===== config.mk =====
export PLATFORM = sky130hd
export DESIGN_NAME = des_key_schedule_flat
export DESIGN_NICKNAME = d
export VERILOG_FILES = /design/src/rtl/des_key_schedule_if.sv /design/src/rtl/des_key_schedule.sv /design/src/flat_wrapper.sv
export SDC_FILE = /design/constraint.sdc
export NUM_CORES = 1
export LEC_CHECK = 0
export ABC_AREA = 1
export BUFFER_PORTS_ARGS = -buffer_cell sky130_fd_sc_hd__buf_4
export CAP_MARGIN = 20
export CORE_MARGIN = 4
export CORE_UTILIZATION = 45
export CTS_BUF_LIST = sky130_fd_sc_hd__clkbuf_2
export CTS_CLUSTER_DIAMETER = 40
export DETAILED_ROUTE_END_ITERATION = 7
export PLACE_DENSITY = 0.68
export SYNTH_ARGS = -nofsm -noshare
export SYNTH_HDL_FRONTEND = slang
export SYNTH_SLANG_ARGS = --single-unit

===== constraint.sdc =====
create_clock -name clk -period 2.3 [get_ports clk]
set_input_delay 0.115 -clock clk [delete_from_list [all_inputs] [get_ports clk]]
set_output_delay 0.115 -clock clk [all_outputs]
set_load 0.02 [all_outputs]

===== src/rtl/des_key_schedule_if.sv =====
// Purpose : Handshake and data bundle between the DES key schedule and its
//           driver (key loader / round datapath).
// Signals : key_in[63:0]     64-bit DES key, key_in[63] is DES bit 1
//           load             capture key_in/decrypt and (re)start the schedule
//           decrypt          0 = K1..K16, 1 = K16..K1
//           next             consumer accepted the current round key
//           round_key[47:0]  current round key, bit 47 is PC-2 output bit 1
//           key_valid        round_key valid and stable
//           round_num[3:0]   position in emission order, 0..15
//           busy             schedule in progress
//           done             one-cycle pulse after the 16th key is accepted
// Modports: master drives key/load/decrypt/next; slave (the schedule) drives
//           the round key and status.
interface des_key_schedule_if;
  logic [63:0] key_in;
  logic        load;
  logic        decrypt;
  logic        next;
  logic [47:0] round_key;
  logic        key_valid;
  logic [3:0]  round_num;
  logic        busy;
  logic        done;

  modport master (
    output key_in, load, decrypt, next,
    input  round_key, key_valid, round_num, busy, done
  );

  modport slave (
    input  key_in, load, decrypt, next,
    output round_key, key_valid, round_num, busy, done
  );
endinterface


===== src/rtl/des_key_schedule.sv =====
// Purpose : Sequential DES key schedule. PC-1 is applied once at load, then
//           the C/D halves are rotated one round per accepted key and PC-2 of
//           the current halves is presented as the round key. Encrypt order
//           walks C1/D1..C16/D16 by left rotations; decrypt order starts at
//           C16/D16 (= C0/D0) and walks back by right rotations, so no key
//           storage is needed.
// Ports   : clk  system clock, rising edge
//           rst  synchronous active-high reset
//           bus  des_key_schedule_if.slave (key_in, load, decrypt, next in;
//                round_key, key_valid, round_num, busy, done out)
// Params  : SHIFT_ONE_MASK  bit r-1 set => round r rotates by 1, else by 2
module des_key_schedule #(
  parameter logic [15:0] SHIFT_ONE_MASK = 16'h8103
) (
  input  logic               clk,
  input  logic               rst,
  des_key_schedule_if.slave  bus
);

  typedef enum logic [0:0] {
    IDLE   = 1'b0,
    ACTIVE = 1'b1
  } state_t;

  // PC-1: output bit i+1 takes DES key bit PC1[i] (bit 1 = key_in[63]).
  localparam logic [6:0] PC1 [56] = '{
    7'd57, 7'd49, 7'd41, 7'd33, 7'd25, 7'd17, 7'd9,
    7'd1,  7'd58, 7'd50, 7'd42, 7'd34, 7'd26, 7'd18,
    7'd10, 7'd2,  7'd59, 7'd51, 7'd43, 7'd35, 7'd27,
    7'd19, 7'd11, 7'd3,  7'd60, 7'd52, 7'd44, 7'd36,
    7'd63, 7'd55, 7'd47, 7'd39, 7'd31, 7'd23, 7'd15,
    7'd7,  7'd62, 7'd54, 7'd46, 7'd38, 7'd30, 7'd22,
    7'd14, 7'd6,  7'd61, 7'd53, 7'd45, 7'd37, 7'd29,
    7'd21, 7'd13, 7'd5,  7'd28, 7'd20, 7'd12, 7'd4
  };

  // PC-2: output bit i+1 takes C/D bit PC2[i] (bit 1 = C[27]).
  localparam logic [6:0] PC2 [48] = '{
    7'd14, 7'd17, 7'd11, 7'd24, 7'd1,  7'd5,
    7'd3,  7'd28, 7'd15, 7'd6,  7'd21, 7'd10,
    7'd23, 7'd19, 7'd12, 7'd4,  7'd26, 7'd8,
    7'd16, 7'd7,  7'd27, 7'd20, 7'd13, 7'd2,
    7'd41, 7'd52, 7'd31, 7'd37, 7'd47, 7'd55,
    7'd30, 7'd40, 7'd51, 7'd45, 7'd33, 7'd48,
    7'd44, 7'd49, 7'd39, 7'd56, 7'd34, 7'd53,
    7'd46, 7'd42, 7'd50, 7'd36, 7'd29, 7'd32
  };

  // 28-bit circular rotations by 1 (two=0) or 2 (two=1).
  function automatic logic [27:0] rot_left(input logic [27:0] x, input logic two);
    return two ? {x[25:0], x[27:26]} : {x[26:0], x[27]};
  endfunction

  function automatic logic [27:0] rot_right(input logic [27:0] x, input logic two);
    return two ? {x[1:0], x[27:2]} : {x[0], x[27:1]};
  endfunction

  state_t      state_r, state_nxt;
  logic [27:0] c_r, c_nxt;
  logic [27:0] d_r, d_nxt;
  logic [3:0]  cnt_r, cnt_nxt;
  logic        dir_r, dir_nxt;
  logic        done_r, done_nxt;

  logic [55:0] pc1_s;
  logic [55:0] cd_s;
  logic [47:0] round_key_s;
  logic        shift_two_s;
  logic        unused_parity_s;

  // The DES parity bits never reach PC-1; fold them into a sink.
  assign unused_parity_s = ^{bus.key_in[56], bus.key_in[48], bus.key_in[40], bus.key_in[32],
                             bus.key_in[24], bus.key_in[16], bus.key_in[8],  bus.key_in[0]};

  for (genvar g = 0; g < 56; g++) begin : g_pc1
    assign pc1_s[55 - g] = bus.key_in[7'd64 - PC1[g]];
  end

  assign cd_s = {c_r, d_r};

  for (genvar g = 0; g < 48; g++) begin : g_pc2
    assign round_key_s[47 - g] = cd_s[7'd56 - PC2[g]];
  end

  // Rotation amount for the step leaving round position cnt_r:
  // encrypt goes to round cnt_r+2, decrypt undoes round 16-cnt_r.
  always_comb begin
    shift_two_s = 1'b0;
    if (dir_r) begin
      shift_two_s = ~SHIFT_ONE_MASK[4'd15 - cnt_r];
    end else begin
      shift_two_s = ~SHIFT_ONE_MASK[cnt_r + 4'd1];
    end
  end

  // Next-state, C/D, counter and done-pulse logic; load beats next.
  always_comb begin
    state_nxt = state_r;
    c_nxt     = c_r;
    d_nxt     = d_r;
    cnt_nxt   = cnt_r;
    dir_nxt   = dir_r;
    done_nxt  = 1'b0;
    if (bus.load) begin
      state_nxt = ACTIVE;
      cnt_nxt   = 4'd0;
      dir_nxt   = bus.decrypt;
      if (bus.decrypt) begin
        c_nxt = pc1_s[55:28];
        d_nxt = pc1_s[27:0];
      end else begin
        c_nxt = rot_left(pc1_s[55:28], 1'b0);
        d_nxt = rot_left(pc1_s[27:0], 1'b0);
      end
    end else begin
      case (state_r)
        IDLE: begin
          state_nxt = IDLE;
        end
        ACTIVE: begin
          if (bus.next) begin
            if (cnt_r == 4'd15) begin
              state_nxt = IDLE;
              cnt_nxt   = 4'd0;
              done_nxt  = 1'b1;
            end else begin
              cnt_nxt = cnt_r + 4'd1;
              if (dir_r) begin
                c_nxt = rot_right(c_r, shift_two_s);
                d_nxt = rot_right(d_r, shift_two_s);
              end else begin
                c_nxt = rot_left(c_r, shift_two_s);
                d_nxt = rot_left(d_r, shift_two_s);
              end
            end
          end else begin
            state_nxt = ACTIVE;
          end
        end
        default: begin
          state_nxt = IDLE;
        end
      endcase
    end
  end

  // State and datapath registers with synchronous reset.
  always_ff @(posedge clk) begin
    if (rst) begin
      state_r <= IDLE;
      c_r     <= 28'h0;
      d_r     <= 28'h0;
      cnt_r   <= 4'd0;
      dir_r   <= 1'b0;
      done_r  <= 1'b0;
    end else begin
      state_r <= state_nxt;
      c_r     <= c_nxt;
      d_r     <= d_nxt;
      cnt_r   <= cnt_nxt;
      dir_r   <= dir_nxt;
      done_r  <= done_nxt;
    end
  end

  assign bus.round_key = round_key_s;
  assign bus.key_valid = (state_r == ACTIVE);
  assign bus.busy      = (state_r == ACTIVE);
  assign bus.round_num = cnt_r;
  assign bus.done      = done_r;

endmodule

===== src/flat_wrapper.sv =====
// flat-port wrapper written by rule: the top's interface ports become plain ports
module des_key_schedule_flat 
#(
  parameter logic [15:0] SHIFT_ONE_MASK = 16'h8103
)
  (clk, rst, bus_key_in, bus_load, bus_decrypt, bus_next, bus_round_key, bus_key_valid, bus_round_num, bus_busy, bus_done);
  des_key_schedule_if bus_i ();
  input  logic clk;
  input  logic rst;
  input wire logic [$bits(bus_i.key_in)-1:0] bus_key_in;
  input wire logic [$bits(bus_i.load)-1:0] bus_load;
  input wire logic [$bits(bus_i.decrypt)-1:0] bus_decrypt;
  input wire logic [$bits(bus_i.next)-1:0] bus_next;
  output wire logic [$bits(bus_i.round_key)-1:0] bus_round_key;
  output wire logic [$bits(bus_i.key_valid)-1:0] bus_key_valid;
  output wire logic [$bits(bus_i.round_num)-1:0] bus_round_num;
  output wire logic [$bits(bus_i.busy)-1:0] bus_busy;
  output wire logic [$bits(bus_i.done)-1:0] bus_done;
  assign bus_i.key_in = bus_key_in;
  assign bus_i.load = bus_load;
  assign bus_i.decrypt = bus_decrypt;
  assign bus_i.next = bus_next;
  assign bus_round_key = bus_i.round_key;
  assign bus_key_valid = bus_i.key_valid;
  assign bus_round_num = bus_i.round_num;
  assign bus_busy = bus_i.busy;
  assign bus_done = bus_i.done;
  des_key_schedule #(.SHIFT_ONE_MASK(SHIFT_ONE_MASK)) u_core (.clk(clk), .rst(rst), .bus(bus_i));
endmodule

* Yosys cells after proc, flatten, opt, wreduce, memory -nomap -nowiden *
Memory sizes are Yosys's and may differ from the RTL's.
Index checks and enable logic that the tools add are counted.

word-level totals
  output and inout port bits = 55
  word-level logic and storage cells = 49
  memory bits (read-only) = 32
  bits in registers = 63
  memories = 2
  input port bits = 69

operators by class
  bitwise gates (word level) = 4
  $add $sub $neg = 2
  order comparisons = 2
  reduce and logical (&&, ||, !) cells = 6
  multiplexer cells = 25
  eq/ne operators = 2

memory list
  name             words  bits a word  read ports  clocked after Yosys merged registers in  wr ports  line                    text
  (no name shown)  16     1            1           0                                        0         des_key_schedule.sv:90  shift_two_s = ~SHIFT_ONE_MASK[4'd15 - cnt_r];
  (no name shown)  16     1            1           0                                        0         des_key_schedule.sv:92  shift_two_s = ~SHIFT_ONE_MASK[cnt_r + 4'd1];

operator list
  cell                                                         number
  2-to-1 mux 28 bit                                            16
  less-than comparator 4 x 5 -> 1 bit (second input constant)  2
  2-to-1 mux 1 bit                                             7
  adder 4 x 1 -> 4 bit (second input constant)                 1
  equality test 4 bit (second input constant)                  1
  2-to-1 mux 4 bit                                             1
  inverter 1 bit                                               4
  nonzero test 2 bit                                           2
  OR reduction 4 bit                                           1
  subtractor 4 bit (first input constant)                      1
  AND reduction 3 bit                                          1
  inequality test 2 bit (second input constant)                1
  one-hot mux 1 bit (2 select lines)                           1
  AND reduction 2 bit                                          1
  OR reduction 2 bit                                           1

* Logic depth before layout (Yosys ltp) *
  depth in word-level cells = 11
  mapped depth = 17
  gate-level depth less buffers = 16

* Least setup slack after synthesis *
No wires, ideal clock.

  path kind = register -> register
  start = reg u_core.cnt_r[0] (netlist: u_core.bus.round_num[0])
  end = reg u_core.c_r[13]
  stages on the path, launching flop included = 15
  data arrival time = 1873 ps
  setup slack = 318 ps
  cells stage by stage = dfxtp_1 > inv_1 > ha_1 > nand2_1 > nand3_2 > nand2_4 > nand2_2 > buf_6 > nand2_4 > buf_2 > nand2_1 > nand3_1 > nand3b_1 > nand2_1 > inv_1

on the way
  word-level cells in the longest chain between the ends = 11
  elaborated cells on any way between the ends = 19

ends and longest elaborated chain
  item                                                             line                                            text
  start, declared                                                  des_key_schedule.sv:61                          logic [3:0] cnt_r, cnt_nxt;
  start signal, assigned                                           des_key_schedule.sv:160                         cnt_r <= cnt_nxt;
  adder 4 x 1 -> 4 bit / subtractor 4 bit (equally long branches)  des_key_schedule.sv:92, des_key_schedule.sv:90
  memory (16 x 1 bit) (on tied branches)                           --
  2-to-1 mux 1 bit (on tied branches)                              des_key_schedule.sv:92, des_key_schedule.sv:90
  inverter 1 bit (on tied branches)                                des_key_schedule.sv:92, des_key_schedule.sv:90
  2-to-1 mux 1 bit                                                 des_key_schedule.sv:89                          if (dir_r) begin
  2-to-1 mux 28 bit (on tied branches)                             des_key_schedule.sv:51, des_key_schedule.sv:55
  2-to-1 mux 28 bit                                                des_key_schedule.sv:128                         if (dir_r) begin
  2-to-1 mux 28 bit                                                des_key_schedule.sv:122                         if (cnt_r == 4'd15) begin
  2-to-1 mux 28 bit                                                des_key_schedule.sv:121                         if (bus.next) begin
  2-to-1 mux 28 bit                                                des_key_schedule.sv:116                         case (state_r)
  2-to-1 mux 28 bit                                                des_key_schedule.sv:104                         if (bus.load) begin
  end signal, assigned                                             des_key_schedule.sv:158                         c_r <= c_nxt;
  end, declared                                                    des_key_schedule.sv:59                          logic [27:0] c_r, c_nxt;

Several ways; a longest one is shown, not always the timed one. The select of a mux whose other input is x is not followed.
A chain may end at the register's enable or synchronous reset.

* Worst setup path in the final report *
  start = reg u_core.cnt_r[0] (netlist: u_core.bus.round_num[0])
  end = reg u_core.c_r[20]

The elaborated chain is that of the path after synthesis.

==> run_results.csv <==
group,metric,value,unit
status,outcome,"completed",
yosys,post-synth-top-count-cell,"nand2_1",
yosys,syn_avg_cell_area,5.75,um2
critical_path,worst_path_largest_cell_delay,0.41,ns
critical_path,worstPathRequired,2.78,ns
global_routing,met2_usage,41.1,%
die,rows,41,
clocking,cts_made_buffers,9,
route,wl_per_cell,14.6,um
layout,layout-drive-gt1-share,15.2,%
place,gp_routability_congestion,0.897,
clocking,cts_tree,"yes",
route,route.detailed.drc,0,
critical_path,start_kind,"flip-flop",
timing,relSlewSlack,58.7,%
global_routing,use_met3,4.70,%
clocking,worstSkewPairLatency,0.53,ns
clocking,cts_root_buf,"clkbuf_2",
power_and_ir_drop,leakagePower,0.00366,uW
timing,final-max-slew-violation-count,0,
die,die_x,123,um
route,avgViaCountPerCell,5.28,
yosys,yosys.area.top_type,"dfxtp_1",
critical_path,r2r_end,"u_core.c_r[20]",
global_routing,grt_use_total,25.7,%
clocking,cts_sinks,63,
layout,regArea,1260,um2
die,top_level_ports,124,
clocking,h-tree-depth,3,
critical_path,end_kind,"flip-flop",
yosys,syn_nets,1103,
global_routing,grt_max_degree,66,
timing,min_period,2.05,ns
timing,worst_pin_slew,0.620,ns
layout,n_antenna_cell,0,
route,antenna_left,0,
layout,multiInputGateArea,3440,um2
layout,stdcell_count,1298,
yosys,netlist_instances,1029,
layout,final_nets,1197,
die,dieArea,15100,um2
timing,holdWs,0.0466,ns
min_path,holdCritStartpoint,"bus_key_in[45]",
route,num_vias,6859,
flow_run,maxCapViolCount,0,
route,drt_iter0_markers,638,
yosys,synth_cell_types,28,
critical_path,critPathMostFrequentCell,"nand2_1",
layout,area_growth,22.1,%
power_and_ir_drop,ir_drop,228,uV
layout,nFillCells,1304,
yosys,synth.area.top_cells,"dfxtp_1, nand2_1, o21ai_0",
timing,rsz0062_at_grt,"false",
yosys,async_flop_share,0,%
route,finalWirelength,19000,um
place,place_area,6500,um2
critical_path,worstSetupPathType,"reg -> reg",
global_routing,busiest_layer,"met2",
die,start_util,46.3,%
critical_path,rr_startpoint,"u_core.bus.round_num[0]",
timing,timing.final.crit_share,89.3,%
power_and_ir_drop,power-per-cell-area,429,nW/um2
clocking,clock_path_buffers,2,
global_routing,grt_pass1_vias,6347,
min_path,min_path_type,"in -> reg",
layout,fin_area,7220,um2
yosys,synth-main-ff-cell,"dfxtp_1",
critical_path,critPathLaunch,"u_core.bus.round_num[0]",
critical_path,worstPathCellList,"inv_1 > ha_1 > inv_1 > nand2_1 > nand2_1 > nand2_1 > nand2_4 > buf_4 > nand3_1 > nand2_1 > nand2_1 > nand3_1 > nand2_1 > inv_1",
global_routing,overflow,0,
global_routing,grt_pass1_wl,31300,um
yosys,syn_area,5920,um2
die,coreArea,12800,um2
timing,clock_skew,0.0153,ns
yosys,yosysTopAreaCellShare,21.3,%
critical_path,rrSetupSlack,0.25,ns
yosys,synth_edf_count,0,
global_routing,grt_antenna_before_repair,0,
place,dp_hpwl,12300,um
yosys,ys_seq_elements,63,
critical_path,reg2reg_depth,14,
timing,fmax,487,MHz
clocking,clk_pin_slew_worst_paths,0.17,ns
critical_path,cp-endpoint,"u_core.c_r[20]",
place,io_buffers,115,
die,die_height,123,um
yosys,ys_warn_count,0,
yosys,ys_seq_area_share,21.3,%
route,drt-pass1-iter-count,6,
layout,fin_util,56.5,%
critical_path,critical_path.max_fanout,17,
timing,final-hold-violation-count,0,
place,dp.cells,1221,
critical_path,crit_slowest_cell,"dfxtp_2",
timing,setup-tns-final,0,ns
timing,setup-violations-final,0,
yosys,ys_top_cells_by_count,"nand2_1, inv_1, o21ai_0",
global_routing,grt_use_met1,35.4,%
critical_path,arrival,2.54,ns
-- layer usage --
| layer | share of wire (%) | vias to the layer above | wire length, um |
|---|---|---|---|
| li1 | - | 3470 | - |
| met1 | 44 | 3068 | 8430 |
| met2 | 46 | 288 | 8800 |
| met3 | 7.4 | 33 | 1400 |
| met4 | 1.9 | 0 | 359 |
| met5 | 0 | - | 0 |
-- registers in the layout, summed over array words and instances (netlist names) --
signal,cells
u_core.bus.round_num,4
u_core.d_r,28
u_core.dir_r,1
u_core.c_r,28
u_core.bus.busy,1
u_core.bus.done,1
-- cell families (layout without fill, tap and decap cells) --
kind of cell               count (synthesis)  count (layout)  synth area share [%]
adders and majority gates                  5               5                  1.06
AOI/OAI and AO/OA                        239             239                  22.7
and+or+nand+nor                          459             459                  33.8
buffers and inverters                    263             360                  21.1
DFF                                       63              63                  21.3
-- stage by stage --
step | setup WS, ns | total power, uW
detailed placement | 0.148 | 2470
floorplan | 0.318 | 2170
global route | 0.0459 | 3330
global placement | 0.201 | 2460
finish | 0.246 | 3100
CTS | 0.106 | 3110
-- critical path: cells and delay by family (launching register included) --
family | cells | cell delay, ns
adder cells (fa/ha/maj) | 1 | 0.34
AND/OR/NAND/NOR | 9 | 0.76
buffers and inverters | 4 | 0.48
flip-flops | 1 | 0.41
-- cell type report --
| type | instances | area share, % |
|---|---|---|
| Clock buffer | 11 | 0.762 |
| Inverter | 147 | 7.64 |
| Tap cell | 172 | 2.98 |
| Sequential cell | 63 | 17.5 |
| Timing Repair Buffer | 199 | 23.4 |
| Multi-Input combinational cell | 703 | 47.6 |
| Clock inverter | 3 | 0.173 |
-- worst min-delay path by stage --
stage	to	slack, ns	cells past startpoint
CTS	u_core.d_r[20]	0.0008	5
finish	u_core.c_r[7]	0.05	6
global route	u_core.c_r[26]	0.002	6
detailed placement	u_core.bus.busy	0.33	2
global placement	u_core.bus.busy	0.33	2
floorplan	u_core.bus.busy	0.18	1
-- timing repair --
item,CTS,global route
endpoints found under the hold margin,51,0
gates resized for setup,0,4
buffers inserted,0,0
setup endpoints to repair,0,37
hold buffers,63,0
-- layout by cell type, fill, tap and decap left out, drive strengths merged --
master         n
ha             5
buf          136
a21boi         1
nor3           1
clkbuf        11
o221ai         7
dlygate4sd3   63
o211ai        29
nor2          23
a21oi         47
a31oi          1
inv          145
dfxtp         63
nand3        112
o21ai        136
nand3b        16
clkinv         5
a211oi        18
nand2        307
-- power breakdown --
group | switching (uW) | internal, uW | leakage (uW)
Clock | 411 | 131 | 0.0000527
Sequential | 105 | 1190 | 0.000523
Combinational | 740 | 527 | 0.00308
Total | 1260 | 1850 | 0.00366
(Power assumes the default switching activity.)
